**src/rtl/axi_lite_arbiter.sv**
```systemverilog
// Two-master AXI-Lite arbiter (m0 read-only IFU, m1 read/write LSU) onto one slave; ARB_RR_EN enables m0/m1 read round-robin.
// Latency: one registered arbitration cycle before a grant, then a combinational pass-through until the response handshake.
// Backpressure: channels pass straight through while granted; ungranted masters see ready=0 and valid=0.
module axi_lite_arbiter #(
    parameter int ADDR_W = 32,
    parameter int DATA_W = 64
) (
    input  logic                clk,
    input  logic                rst,
    input  logic [ADDR_W-1:0]   m0_araddr,
    input  logic                m0_arvalid,
    output logic                m0_arready,
    output logic [DATA_W-1:0]   m0_rdata,
    output logic [1:0]          m0_rresp,
    output logic                m0_rvalid,
    input  logic                m0_rready,
    input  logic [ADDR_W-1:0]   m1_araddr,
    input  logic                m1_arvalid,
    output logic                m1_arready,
    output logic [DATA_W-1:0]   m1_rdata,
    output logic [1:0]          m1_rresp,
    output logic                m1_rvalid,
    input  logic                m1_rready,
    input  logic [ADDR_W-1:0]   m1_awaddr,
    input  logic                m1_awvalid,
    output logic                m1_awready,
    input  logic [DATA_W-1:0]   m1_wdata,
    input  logic [DATA_W/8-1:0] m1_wstrb,
    input  logic                m1_wvalid,
    output logic                m1_wready,
    output logic [1:0]          m1_bresp,
    output logic                m1_bvalid,
    input  logic                m1_bready,
    output logic [ADDR_W-1:0]   s_araddr,
    output logic                s_arvalid,
    input  logic                s_arready,
    input  logic [DATA_W-1:0]   s_rdata,
    input  logic [1:0]          s_rresp,
    input  logic                s_rvalid,
    output logic                s_rready,
    output logic [ADDR_W-1:0]   s_awaddr,
    output logic                s_awvalid,
    input  logic                s_awready,
    output logic [DATA_W-1:0]   s_wdata,
    output logic [DATA_W/8-1:0] s_wstrb,
    output logic                s_wvalid,
    input  logic                s_wready,
    input  logic [1:0]          s_bresp,
    input  logic                s_bvalid,
    output logic                s_bready,
    output logic [1:0]          owner
);

    typedef enum logic [1:0] {
        IDLE  = 2'b00,
        RD_M0 = 2'b01,
        RD_M1 = 2'b10,
        WR    = 2'b11
    } state_t;

    state_t r_state;
    logic   r_ar_done;
    logic   r_aw_done;
    logic   r_w_done;

    logic w_rd_m0;
    logic w_rd_m1;
    logic w_wr;
    logic w_wr_resp_ok;
    logic w_pick_m1;

    assign w_rd_m0      = (r_state == RD_M0);
    assign w_rd_m1      = (r_state == RD_M1);
    assign w_wr         = (r_state == WR);
    assign w_wr_resp_ok = w_wr && r_aw_done && r_w_done;

`ifdef ARB_RR_EN
    // Pointer holds the last master served; a write counts as m1 being served.
    logic r_last_m1;

    assign w_pick_m1 = m1_arvalid && (!m0_arvalid || !r_last_m1);

    always_ff @(posedge clk or negedge rst) begin
        if (!rst) begin
            r_last_m1 <= 1'b0;
        end else if (r_state == IDLE) begin
            if (m1_awvalid || w_pick_m1) begin
                r_last_m1 <= 1'b1;
            end else if (m0_arvalid) begin
                r_last_m1 <= 1'b0;
            end
        end
    end
`else
    assign w_pick_m1 = m1_arvalid;
`endif

    always_ff @(posedge clk or negedge rst) begin
        if (!rst) begin
            r_state   <= IDLE;
            r_ar_done <= 1'b0;
            r_aw_done <= 1'b0;
            r_w_done  <= 1'b0;
        end else begin
            case (r_state)
                IDLE: begin
                    r_ar_done <= 1'b0;
                    r_aw_done <= 1'b0;
                    r_w_done  <= 1'b0;
                    if (m1_awvalid) begin
                        r_state <= WR;
                    end else if (w_pick_m1) begin
                        r_state <= RD_M1;
                    end else if (m0_arvalid) begin
                        r_state <= RD_M0;
                    end
                end
                RD_M0, RD_M1: begin
                    if (s_arvalid && s_arready) begin
                        r_ar_done <= 1'b1;
                    end
                    if (s_rvalid && s_rready) begin
                        r_state <= IDLE;
                    end
                end
                WR: begin
                    if (s_awvalid && s_awready) begin
                        r_aw_done <= 1'b1;
                    end
                    if (s_wvalid && s_wready) begin
                        r_w_done <= 1'b1;
                    end
                    if (s_bvalid && s_bready) begin
                        r_state <= IDLE;
                    end
                end
                default: r_state <= IDLE;
            endcase
        end
    end

    assign owner = r_state;

    // Read address: the done flag keeps a second AR from leaking while the master still holds valid.
    assign s_araddr   = w_rd_m1 ? m1_araddr : m0_araddr;
    assign s_arvalid  = !r_ar_done && ((w_rd_m0 && m0_arvalid) || (w_rd_m1 && m1_arvalid));
    assign m0_arready = w_rd_m0 && !r_ar_done && s_arready;
    assign m1_arready = w_rd_m1 && !r_ar_done && s_arready;

    // R is only routed once the AR has gone out, so a stale response cannot reach a new owner.
    assign m0_rdata  = s_rdata;
    assign m0_rresp  = s_rresp;
    assign m1_rdata  = s_rdata;
    assign m1_rresp  = s_rresp;
    assign m0_rvalid = w_rd_m0 && r_ar_done && s_rvalid;
    assign m1_rvalid = w_rd_m1 && r_ar_done && s_rvalid;
    assign s_rready  = r_ar_done && ((w_rd_m0 && m0_rready) || (w_rd_m1 && m1_rready));

    assign s_awaddr   = m1_awaddr;
    assign s_awvalid  = w_wr && !r_aw_done && m1_awvalid;
    assign m1_awready = w_wr && !r_aw_done && s_awready;
    assign s_wdata    = m1_wdata;
    assign s_wstrb    = m1_wstrb;
    assign s_wvalid   = w_wr && !r_w_done && m1_wvalid;
    assign m1_wready  = w_wr && !r_w_done && s_wready;

    assign m1_bresp  = s_bresp;
    assign m1_bvalid = w_wr_resp_ok && s_bvalid;
    assign s_bready  = w_wr_resp_ok && m1_bready;

endmodule

```
**config.mk**
```make
export PLATFORM = sky130hd
export DESIGN_NAME = axi_lite_arbiter
export DESIGN_NICKNAME = d
export VERILOG_FILES = /design/src/rtl/axi_lite_arbiter.sv
export SDC_FILE = /design/constraint.sdc
export NUM_CORES = 1
export LEC_CHECK = 0
export BUFFER_PORTS_ARGS = -buffer_cell sky130_fd_sc_hd__buf_2
export CAP_MARGIN = 40
export CORE_AREA = 2 2 208 210
export CTS_CLUSTER_SIZE = 24
export DETAILED_ROUTE_END_ITERATION = 8
export DIE_AREA = 0 0 210 212
export SYNTH_ARGS = -nofsm -noshare
export SYNTH_HDL_FRONTEND = slang
export SYNTH_SLANG_ARGS = --single-unit
```
**constraint.sdc**
```tcl
create_clock -name clk -period 1.5 [get_ports clk]
set_input_delay 0.3 -clock clk [delete_from_list [all_inputs] [get_ports clk]]
set_output_delay 0.3 -clock clk [all_outputs]
set_load 0.05 [all_outputs]
```
Word level (Yosys, flattened, before mapping). Cells that the tools add are included.

Flip-flop bits (word level): 5. Latch bits: 0. Memory bits (writable): 0. Bits in read-only memories: 0. Bits of input ports: 250. Output and inout port bits: 284. Word-level logic and storage cells: 68. Memories kept: 0.

Add/subtract/negate cells: 0. $mul: 0. Div/mod/pow operators: 0. $lt $le $gt $ge: 0. Eq/ne operators: 9. Shifts and indexed selects: 0. Mux-type cells: 13. Bitwise logic cells: 0. Reductions and logical operators: 42.

Operators with widths (number): two-way mux 32 bit (1); logical AND 1 bit (29); two-way mux 2 bit (5); inequality test 2 x 1 -> 1 bit, second input constant (3); case mux 1 bit (2 select lines) (3); case mux 2 bit (3 select lines) (1); AND reduction 2 bit (3); equality test 2 bit, second input constant (2); inequality test 2 bit, second input constant (2); inequality test 4 bit, second input constant (1); nonzero test 2 bit (2); logical NOT 1 bit (3); two-way mux 1 bit (3); AND reduction 3 bit (1); equality test 2 x 1 -> 1 bit, second input constant (1); logical NOT 2 bit (1); logical OR 1 bit (2); OR reduction 2 bit (1).

Depth between registers and ports, before layout. Gate-level depths: netlist of the first run.

Depth in word-level cells: 7. Mapped depth: 7. Mapped depth without buffers: 6.

Worst setup path before layout of the first run. No wires, ideal clock.

Path kind: register to register. Start point: register r_state[0], in the netlist owner[0]. End point: register r_ar_done. Library setup time: 72 ps. Data arrival time: 2129 ps. Required time: 1428 ps. Setup slack: -701 ps. Cell stages (with the launch flop): 8. Path buffers: 1. Period minus slack after synthesis: 2201 ps. Path through: dfrtp_1 > inv_1 > ha_1 > buf_2 > a22oi_1 > nor2_1 > a21oi_1 > nor2_1.

Word-level cells in the longest chain between the ends: 7. Elaborated cells on any way between the ends: 13. Those cells by class: eq/ne: 3; mux: 1; reduce/logical: 9.

Ends and longest elaborated chain: start, declared (line 61) `state_t r_state;`; start signal, assigned (line 100) `r_state <= IDLE;`; start signal, assigned (line 111) `r_state <= WR;`; start signal, assigned (line 113) `r_state <= RD_M1;`; equality test 2 x 1 -> 1 bit / equality test 2 bit (equally long branches) (line 72, 73); logical AND 1 bit (line 146) `assign s_arvalid = !r_ar_done && ((w_rd_m0 && m0_arvalid) || (w_rd_m1 && m1_arvalid));`; logical OR 1 bit * (line 146); logical AND 1 bit * (line 146); named net s_arvalid (line 35) `output logic s_arvalid,`; logical AND 1 bit * (line 119) `if (s_arvalid && s_arready) begin`; inequality test 2 bit (no source line) *; AND reduction 2 bit (no source line) *; end signal, assigned (line 101) `r_ar_done <= 1'b0;`; end signal, assigned (line 107) `r_ar_done <= 1'b0;`; end signal, assigned (line 120) `r_ar_done <= 1'b1;`; end, declared (line 62) `logic r_ar_done;`.

Mark *: on every way through the listed nets, which the timed path passes. The rest lies on a longest branch. A chain may end at the register's enable or synchronous reset.

Worst setup path after layout of the first run.
Start point: register r_state[1], in the netlist owner[1]. End point: output m1_arready.

Word-level cells in the longest chain between the ends: 3.

Ends and longest elaborated chain: equality test 2 bit (line 73) `assign w_rd_m1 = (r_state == RD_M1);`; logical AND 1 bit (2 in series) (line 148) `assign m1_arready = w_rd_m1 && !r_ar_done && s_arready;`; end, declared (line 19) `output logic m1_arready,`.

Every way passes these cells.

==> results of run 1 <==
[cell usage after synthesis]
cell type | n | share of area (%)
sky130_fd_sc_hd__mux2_2 | 32 | 14
sky130_fd_sc_hd__a21oi_1 | 6 | 1.2
sky130_fd_sc_hd__ha_1 | 5 | 2.4
sky130_fd_sc_hd__buf_2 | 4 | 0.77
sky130_fd_sc_hd__o21ai_0 | 2 | 0.38
sky130_fd_sc_hd__a22oi_1 | 1 | 0.29
sky130_fd_sc_hd__nand2_1 | 1 | 0.14
sky130_fd_sc_hd__nor2b_1 | 1 | 0.24
sky130_fd_sc_hd__nand3_2 | 1 | 0.38
sky130_fd_sc_hd__nand2_2 | 1 | 0.24
sky130_fd_sc_hd__buf_4 | 238 | 68
sky130_fd_sc_hd__o2bb2ai_1 | 1 | 0.34
sky130_fd_sc_hd__or4_4 | 1 | 0.43
sky130_fd_sc_hd__mux2i_1 | 1 | 0.38
sky130_fd_sc_hd__nand2_4 | 1 | 0.43
sky130_fd_sc_hd__nor2_1 | 4 | 0.58
sky130_fd_sc_hd__and4_1 | 2 | 0.67
sky130_fd_sc_hd__and3b_1 | 6 | 2.0
sky130_fd_sc_hd__o21ai_2 | 1 | 0.34
sky130_fd_sc_hd__nand4_1 | 1 | 0.24
sky130_fd_sc_hd__inv_2 | 1 | 0.14
sky130_fd_sc_hd__and3_1 | 2 | 0.48
sky130_fd_sc_hd__inv_1 | 3 | 0.43
sky130_fd_sc_hd__dfrtp_1 | 5 | 4.8
sky130_fd_sc_hd__a22oi_2 | 1 | 0.48
[flip-flops by register name, summed over array words and instances, names as in the netlist]
signal,count
r_ar_done,1
r_w_done,1
owner,2
r_aw_done,1
[how the worst min path moves through the flow]
stage / to / slack, ps / cells after the start
after floorplan: owner[0] / 4 / 0
after global placement: r_w_done / 130 / 1
after detailed placement: r_w_done / 130 / 1
after CTS: r_w_done / 350 / 3
after global routing: r_aw_done / 410 / 3
final: r_w_done / 360 / 3
[cells by family after synthesis]
logic type,count (synthesis),share of synthesized area (%)
and+or+nand+nor,21,5.85
buffers and inverters,246,69.8
DFF,5,4.79
muxes,33,14.2
AOI/OAI and AO/OA,12,2.97
adders and majority gates,5,2.40
[per-stage QoR]
step,hold WS [ps],power [mW],area (um2),setup TNS [ps]
final,361,4.66,2950,-15090
after global routing,411,4.88,2950,-17180
after CTS,351,4.65,2920,-15710
after detailed placement,127,3.43,2440,-6480
after global placement,129,3.41,2440,-5870
after floorplan,4.41,4.34,2820,-9100
[per-layer routing]
| metal | GRT usage (%) | up-vias |
|---|---|---|
| li1 | - | 598 |
| met3 | 3.32 | 94 |
| met5 | 0 | - |
| met4 | 4.21 | 0 |
| met1 | 2.28 | 647 |
| met2 | 6.53 | 272 |
[timing repair]
| action | 4_1_cts | 5_1_grt |
|---|---|---|
| buffers inserted | 6 | 3 |
| endpoints found under the setup margin | 46 | 47 |
| hold buffers | 1 | 0 |
| gates resized for setup | 95 | 5 |
| pin swaps | 10 | 4 |
| hold endpoints to repair | 5 | 0 |
[area by class of cell]
type / count / area [um2] / area share [%]
multi-input cells: 71 / 880 / 29.8
inverters: 4 / 20.0 / 0.679
well taps: 546 / 683 / 23.2
repair buffers: 141 / 1160 / 39.2
diodes: 2 / 5.00 / 0.170
flip-flops and latches: 5 / 128 / 4.33
clock buffers: 4 / 78.8 / 2.67
[critical path: cells and delay by family, from the launching register on]
family	cells	cell delay (ps)
adders and majority gates	1	190
buffers and inverters	4	530
DFF	1	420
and+or+nand+nor	1	230
[where the power goes]
part           internal (mW)  leakage [nW]  switching (mW)
Clock                  0.352        0.0382          0.0877
Combinational           1.81          1.09            2.13
Sequential             0.186        0.0639          0.0878
Total                   2.35          1.19            2.31
==> impl_summary.txt, run 1 <==
----------------------------------------------------
[Setup path]
  R2R setup slack ... -140 ps
  Worst setup endpoint ... m1_arready
  Max stage delay on crit path ... 420 ps
  Cells on worst reg2reg path ... 8
  Startpoint-to-endpoint class of the critical path ... reg2out
  Critical path startpoint ... owner[1]
  CP max FO ... 6
  Cell with the most instances on the worst path ... sky130_fd_sc_hd__buf_12
  Origin of the critical flop-to-flop path ... owner[1]
  Slowest CP cell ... sky130_fd_sc_hd__dfrtp_2
  Required time of the worst setup path ... 1200 ps
  Startpoint type of the worst setup path ... flop
  Cells traversed along the worst timing path ... ha_4 -> buf_12 -> buf_12 -> buf_6 -> and3b_2 -> buf_12
  Crit path DAT ... 1600 ps
  Type of destination of the critical path ... output pin
  Worst flop-to-flop path endpoint ... owner[0]

[Layout]
  Count of fill cells added during filler insertion ... 4921
  Most frequent standard cell in the layout excluding fill and tap cells ... sky130_fd_sc_hd__buf_2
  Fraction of layout instances using a drive strength above 1 ... 90.7%
  Post-layout nets ... 481
  Final cell count without fillers ... 773
  P&R area growth vs syn ... 13.0%
  Top library cells by usage in the layout, fill and taps aside ... sky130_fd_sc_hd__buf_2, sky130_fd_sc_hd__buf_6, sky130_fd_sc_hd__mux2_4
  End-of-flow core utilization ... 6.94%

[Floorplanning]
  Number of ports placed on the die boundary ... 534
  DIE AREA ... 0.0445 mm2
  FP Rows ... 76
  Die width ... 210 um
  Die span in y ... 212 um
  Starting Density ... 6.14%
  Core Footprint ... 0.0425 mm2

[Drt]
  Met1 WL ... 2.09 mm
  Remaining design rule violation count ... 0
  Detailed Routing Iterations Pass 1 ... 4
  Highest Signal Layer ... met4
  Via density ... 2.08
  Initial drt markers ... 63
  Routed wl met2 ... 4.47 mm
  Routed WL ... 9.69 mm
  Vias after detailed routing ... 1611
  ANT nets after route ... 0
  Wire length per cell after detailed routing ... 12.5 um
  Total length of routed met3 wires ... 2.08 mm

[STA]
  Unrepaired setup endpoints after global routing ... yes
  Post-Route Skew ... 2.45 ps
  FMAX ... 526 MHz
  Time the final worst path needs with I/O delays and setup ... 1900 ps
  Post-route setup slack ... -402 ps
  Worst slew margin relative to its limit ... 71.7%
  Max Transition Viols Final ... 0
  Final worst path period share ... 127%
  Worst Tran Pin Value ... 424 ps
  Final number of setup-violating endpoints ... 47
  Final number of hold-violating endpoints ... 0

[Placed design]
  Placement-stage worst setup slack ... -224 ps
  Placed instance count ... 758
  Final estimated routing congestion in global placement ... 0.767
  Count of port buffers added during placement ... 123
  Final HPWL from detailed placement ... 8.01 mm

[Worst hold path]
  Worst hold-check path type ... in2reg
  HP Start ... s_wready

[Run]
  Number of max-capacitance violations reported ... 0

[Yosys]
  Register area share after synthesis ... 4.79%
  Number of distinct library cells after synthesis ... 25
  Instance count of the mapped netlist ... 322
  Synth Net Count ... 577
  Avg Cell Area, Syn ... 8.11 um2
  Synthesis warning total ... 0
  Cell area after technology mapping ... 0.00261 mm2
  #FFs+latches synth ... 5

[CTS]
  Clk slew on worst S/H paths ... 30 ps
  Master cell of the clock root buffer ... sky130_fd_sc_hd__clkbuf_16
  Clock tree from TritonCTS ... done
  Inserted Clock Buffers ... 3
  Maximum buffer depth of the clock tree ... 2
  H-tree levels ... 1
  CTS Sinks ... 5
  Latest clock arrival within the worst-skew pair ... 230 ps

[Pwr]
  Static Leak ... 1.19 nW
  Cell Pwr Density ... 1580 mW/mm2
  IR Drop Worst-Case VDD ... 0.000626 V

[Global route]
  Pin count of the biggest net entering global routing ... 25
  Via count of the first global-routing pass ... 1753
  Grt ovf ... 0
  Number of antenna violations at the first check in global routing ... 2
  First-pass GRT wire length ... 11.8 mm
  Overall Global Routing Usage ... 3.86%

[Outcome]
  Failing checks ... negative setup slack
  Status ... finished, violations left

----------------------------------------------------
(Power assumes the default switching activity.)
==> run 2, diff against run 1 <==
--- a/config.mk
+++ b/config.mk
@@ -7,10 +7,10 @@
 export LEC_CHECK = 0
 export BUFFER_PORTS_ARGS = -buffer_cell sky130_fd_sc_hd__buf_2
 export CAP_MARGIN = 40
-export CORE_AREA = 2 2 208 210
+export CORE_AREA = 2 2 209 211
 export CTS_CLUSTER_SIZE = 24
 export DETAILED_ROUTE_END_ITERATION = 8
-export DIE_AREA = 0 0 210 212
+export DIE_AREA = 0 0 211 213
 export SYNTH_ARGS = -nofsm -noshare
 export SYNTH_HDL_FRONTEND = slang
 export SYNTH_SLANG_ARGS = --single-unit
==> constraint.sdc (replaced) <==
create_clock -name clk -period 2.2 [get_ports clk]
set_input_delay 0.44 -clock clk [delete_from_list [all_inputs] [get_ports clk]]
set_output_delay 0.44 -clock clk [all_outputs]
set_load 0.05 [all_outputs]
==> run 2 against run 1 <==
The run now ends clean. Highest routed layer unchanged. Critical endpoint is now s_araddr[29]. Global-route usage is 0.79 points higher. Non-clock buffer count fell by 10. Sequential cell count unchanged. Hold slack lost 340 ps. Via count down 1.4%. Largest power group unchanged. Wire length grew 21%. Power decreased by 39%.
==> impl_summary.txt, run 2 (synthesis gave the netlist of run 1 again) <==
----------------------------------------------------
[CTS]
  CTS Sinks ... 5
  Maximum buffer depth of the clock tree ... 2
  Inserted Clock Buffers ... 3
  Master cell of the clock root buffer ... sky130_fd_sc_hd__clkbuf_16
  H-tree levels ... 1
  Hold buffer count at cts ... 0
  Clk slew on worst S/H paths ... 30 ps
  Latest clock arrival within the worst-skew pair ... 230 ps
  Clock tree from TritonCTS ... done

[Drt]
  Remaining design rule violation count ... 0
  Wire length per cell after detailed routing ... 15.4 um
  Detailed Routing Iterations Pass 1 ... 4
  ANT nets after route ... 0
  Via density ... 2.09
  Vias after detailed routing ... 1589
  Initial drt markers ... 70
  Routed WL ... 11.7 mm

[Layout]
  Fraction of layout instances using a drive strength above 1 ... 83.3%
  Count of fill cells added during filler insertion ... 4973
  Max FFs per register ... 2
  End-of-flow core utilization ... 6.03%
  P&R area growth vs syn ... -1.44%
  Final cell count without fillers ... 761
  Post-layout nets ... 471
  Area of combinational cells with multiple inputs ... 707 um2
  Top library cells by usage in the layout, fill and taps aside ... sky130_fd_sc_hd__buf_2, sky130_fd_sc_hd__buf_6, sky130_fd_sc_hd__mux2_2
  Flip-flop and latch area ... 128 um2
  Most frequent standard cell in the layout excluding fill and tap cells ... sky130_fd_sc_hd__buf_2
  Number of diodes ... 0
  Post-route cell area ... 0.00257 mm2

[STA]
  Post-Route Skew ... 0.190 ps
  Post-Route Hold Slack ... 24.8 ps
  Time the final worst path needs with I/O delays and setup ... 2190 ps
  FMAX ... 457 MHz
  Worst Tran Pin Value ... 348 ps
  Final number of hold-violating endpoints ... 0
  Final worst path period share ... 99.4%
  Worst slew margin relative to its limit ... 76.8%
  Max Transition Viols Final ... 0
  Setup_tns ... 0 ps
  Unrepaired setup endpoints after global routing ... yes
  Final number of setup-violating endpoints ... 0

[Global route]
  First-pass GRT wire length ... 14.1 mm
  Grt ovf ... 0
  Overall Global Routing Usage ... 4.65%
  Via count of the first global-routing pass ... 1668
  Pin count of the biggest net entering global routing ... 19
  Number of antenna violations at the first check in global routing ... 6

[Floorplanning]
  Die width ... 211 um
  FP Rows ... 76
  Die span in y ... 213 um
  Core Footprint ... 0.0427 mm2
  Number of ports placed on the die boundary ... 534
  DIE AREA ... 0.0449 mm2
  Starting Density ... 6.11%

[Placed design]
  Final HPWL from detailed placement ... 9.37 mm
  Standard cell area after detailed placement ... 0.00216 mm2
  Count of port buffers added during placement ... 123
  Final estimated routing congestion in global placement ... 0.689
  Placed instance count ... 750

[Pwr]
  Cell Pwr Density ... 1110 mW/mm2
  IR Drop Worst-Case VDD ... 0.000602 V
  Static Leak ... 1.04 nW

[Setup path]
  CP max FO ... 9
  Crit path DAT ... 1750 ps
  Startpoint-to-endpoint class of the critical path ... reg2out
  Type of destination of the critical path ... output pin
  Required time of the worst setup path ... 1760 ps
  Startpoint type of the worst setup path ... flop

[Worst hold path]
  Worst hold-check path type ... in2async

[Outcome]
  Status ... finished, final reports clean

[Run]
  Number of max-capacitance violations reported ... 0

----------------------------------------------------
run 2: cell count changes in the layout (fill, tap and decap cells not counted), moves of 6 or more:
cell                      before  now
sky130_fd_sc_hd__buf_12        9    3
sky130_fd_sc_hd__mux2_2        2   25
sky130_fd_sc_hd__mux2_4       30    7
sky130_fd_sc_hd__buf_6        42   26
sky130_fd_sc_hd__buf_2        79   89
sky130_fd_sc_hd__and3b_1       0    6
sky130_fd_sc_hd__and3b_2       6    0
run 2: layout make-up:
type / instances / share of cell area, %
Multi-Input combinational cell: 71 / 27.5
Sequential cell: 5 / 4.96
Tap cell: 546 / 26.6
Clock buffer: 4 / 3.06
Inverter: 4 / 0.681
Timing Repair Buffer: 131 / 37.3
run 2: power by group:
part / switching, mW / internal, mW
registers: 0.0534 / 0.127
clock network: 0.0666 / 0.241
logic: 1.39 / 0.964
total: 1.51 / 1.33
run 2: critical path: stages, from the launching register on:
cell	delay, ps
sky130_fd_sc_hd__dfrtp_2	410
sky130_fd_sc_hd__inv_4	80
sky130_fd_sc_hd__ha_4	180
sky130_fd_sc_hd__buf_4	160
sky130_fd_sc_hd__clkbuf_16	170
sky130_fd_sc_hd__mux2_2	350
sky130_fd_sc_hd__buf_6	150
run 2: metrics by stage:
step / power (mW) / setup WS, ps
after global routing: 2.98 / -34.4
final: 2.85 / 14.2
after floorplan: 2.68 / 85.7
after detailed placement: 2.01 / 162
after CTS: 2.73 / -6.44
after global placement: 1.98 / 214
run 2: path summary, 6_finish.rpt:
| check | start | endpoint | slack, ps | cells after the start |
|---|---|---|---|---|
| worst max register to register | owner[0] | owner[0] | 420 | 9 |
| min in group clk | s_awready | r_aw_done | 480 | 3 |
| worst min-delay path | rst | r_w_done | 20 | 1 |
| worst max-delay path | owner[0] | s_araddr[29] | 10 | 6 |
| max in group asynchronous | rst | owner[1] | 2020 | 1 |
| worst min register to register | owner[1] | owner[1] | 580 | 1 |
run 2: timing repair:
item | in CTS | in global routing
gates resized for setup | 53 | 16
buffers inserted | 3 | 1
pin swaps | 0 | 1
gates cloned | 2 | 1
endpoints found under the setup margin | 32 | 34
run 2: metal layers:
metal,global-route usage (%),up-vias,share of wire (%)
met2,8.36,227,48
met4,4.76,0,11
li1,-,575,-
met5,0,-,0
met3,2.94,139,18
met1,3.11,648,23
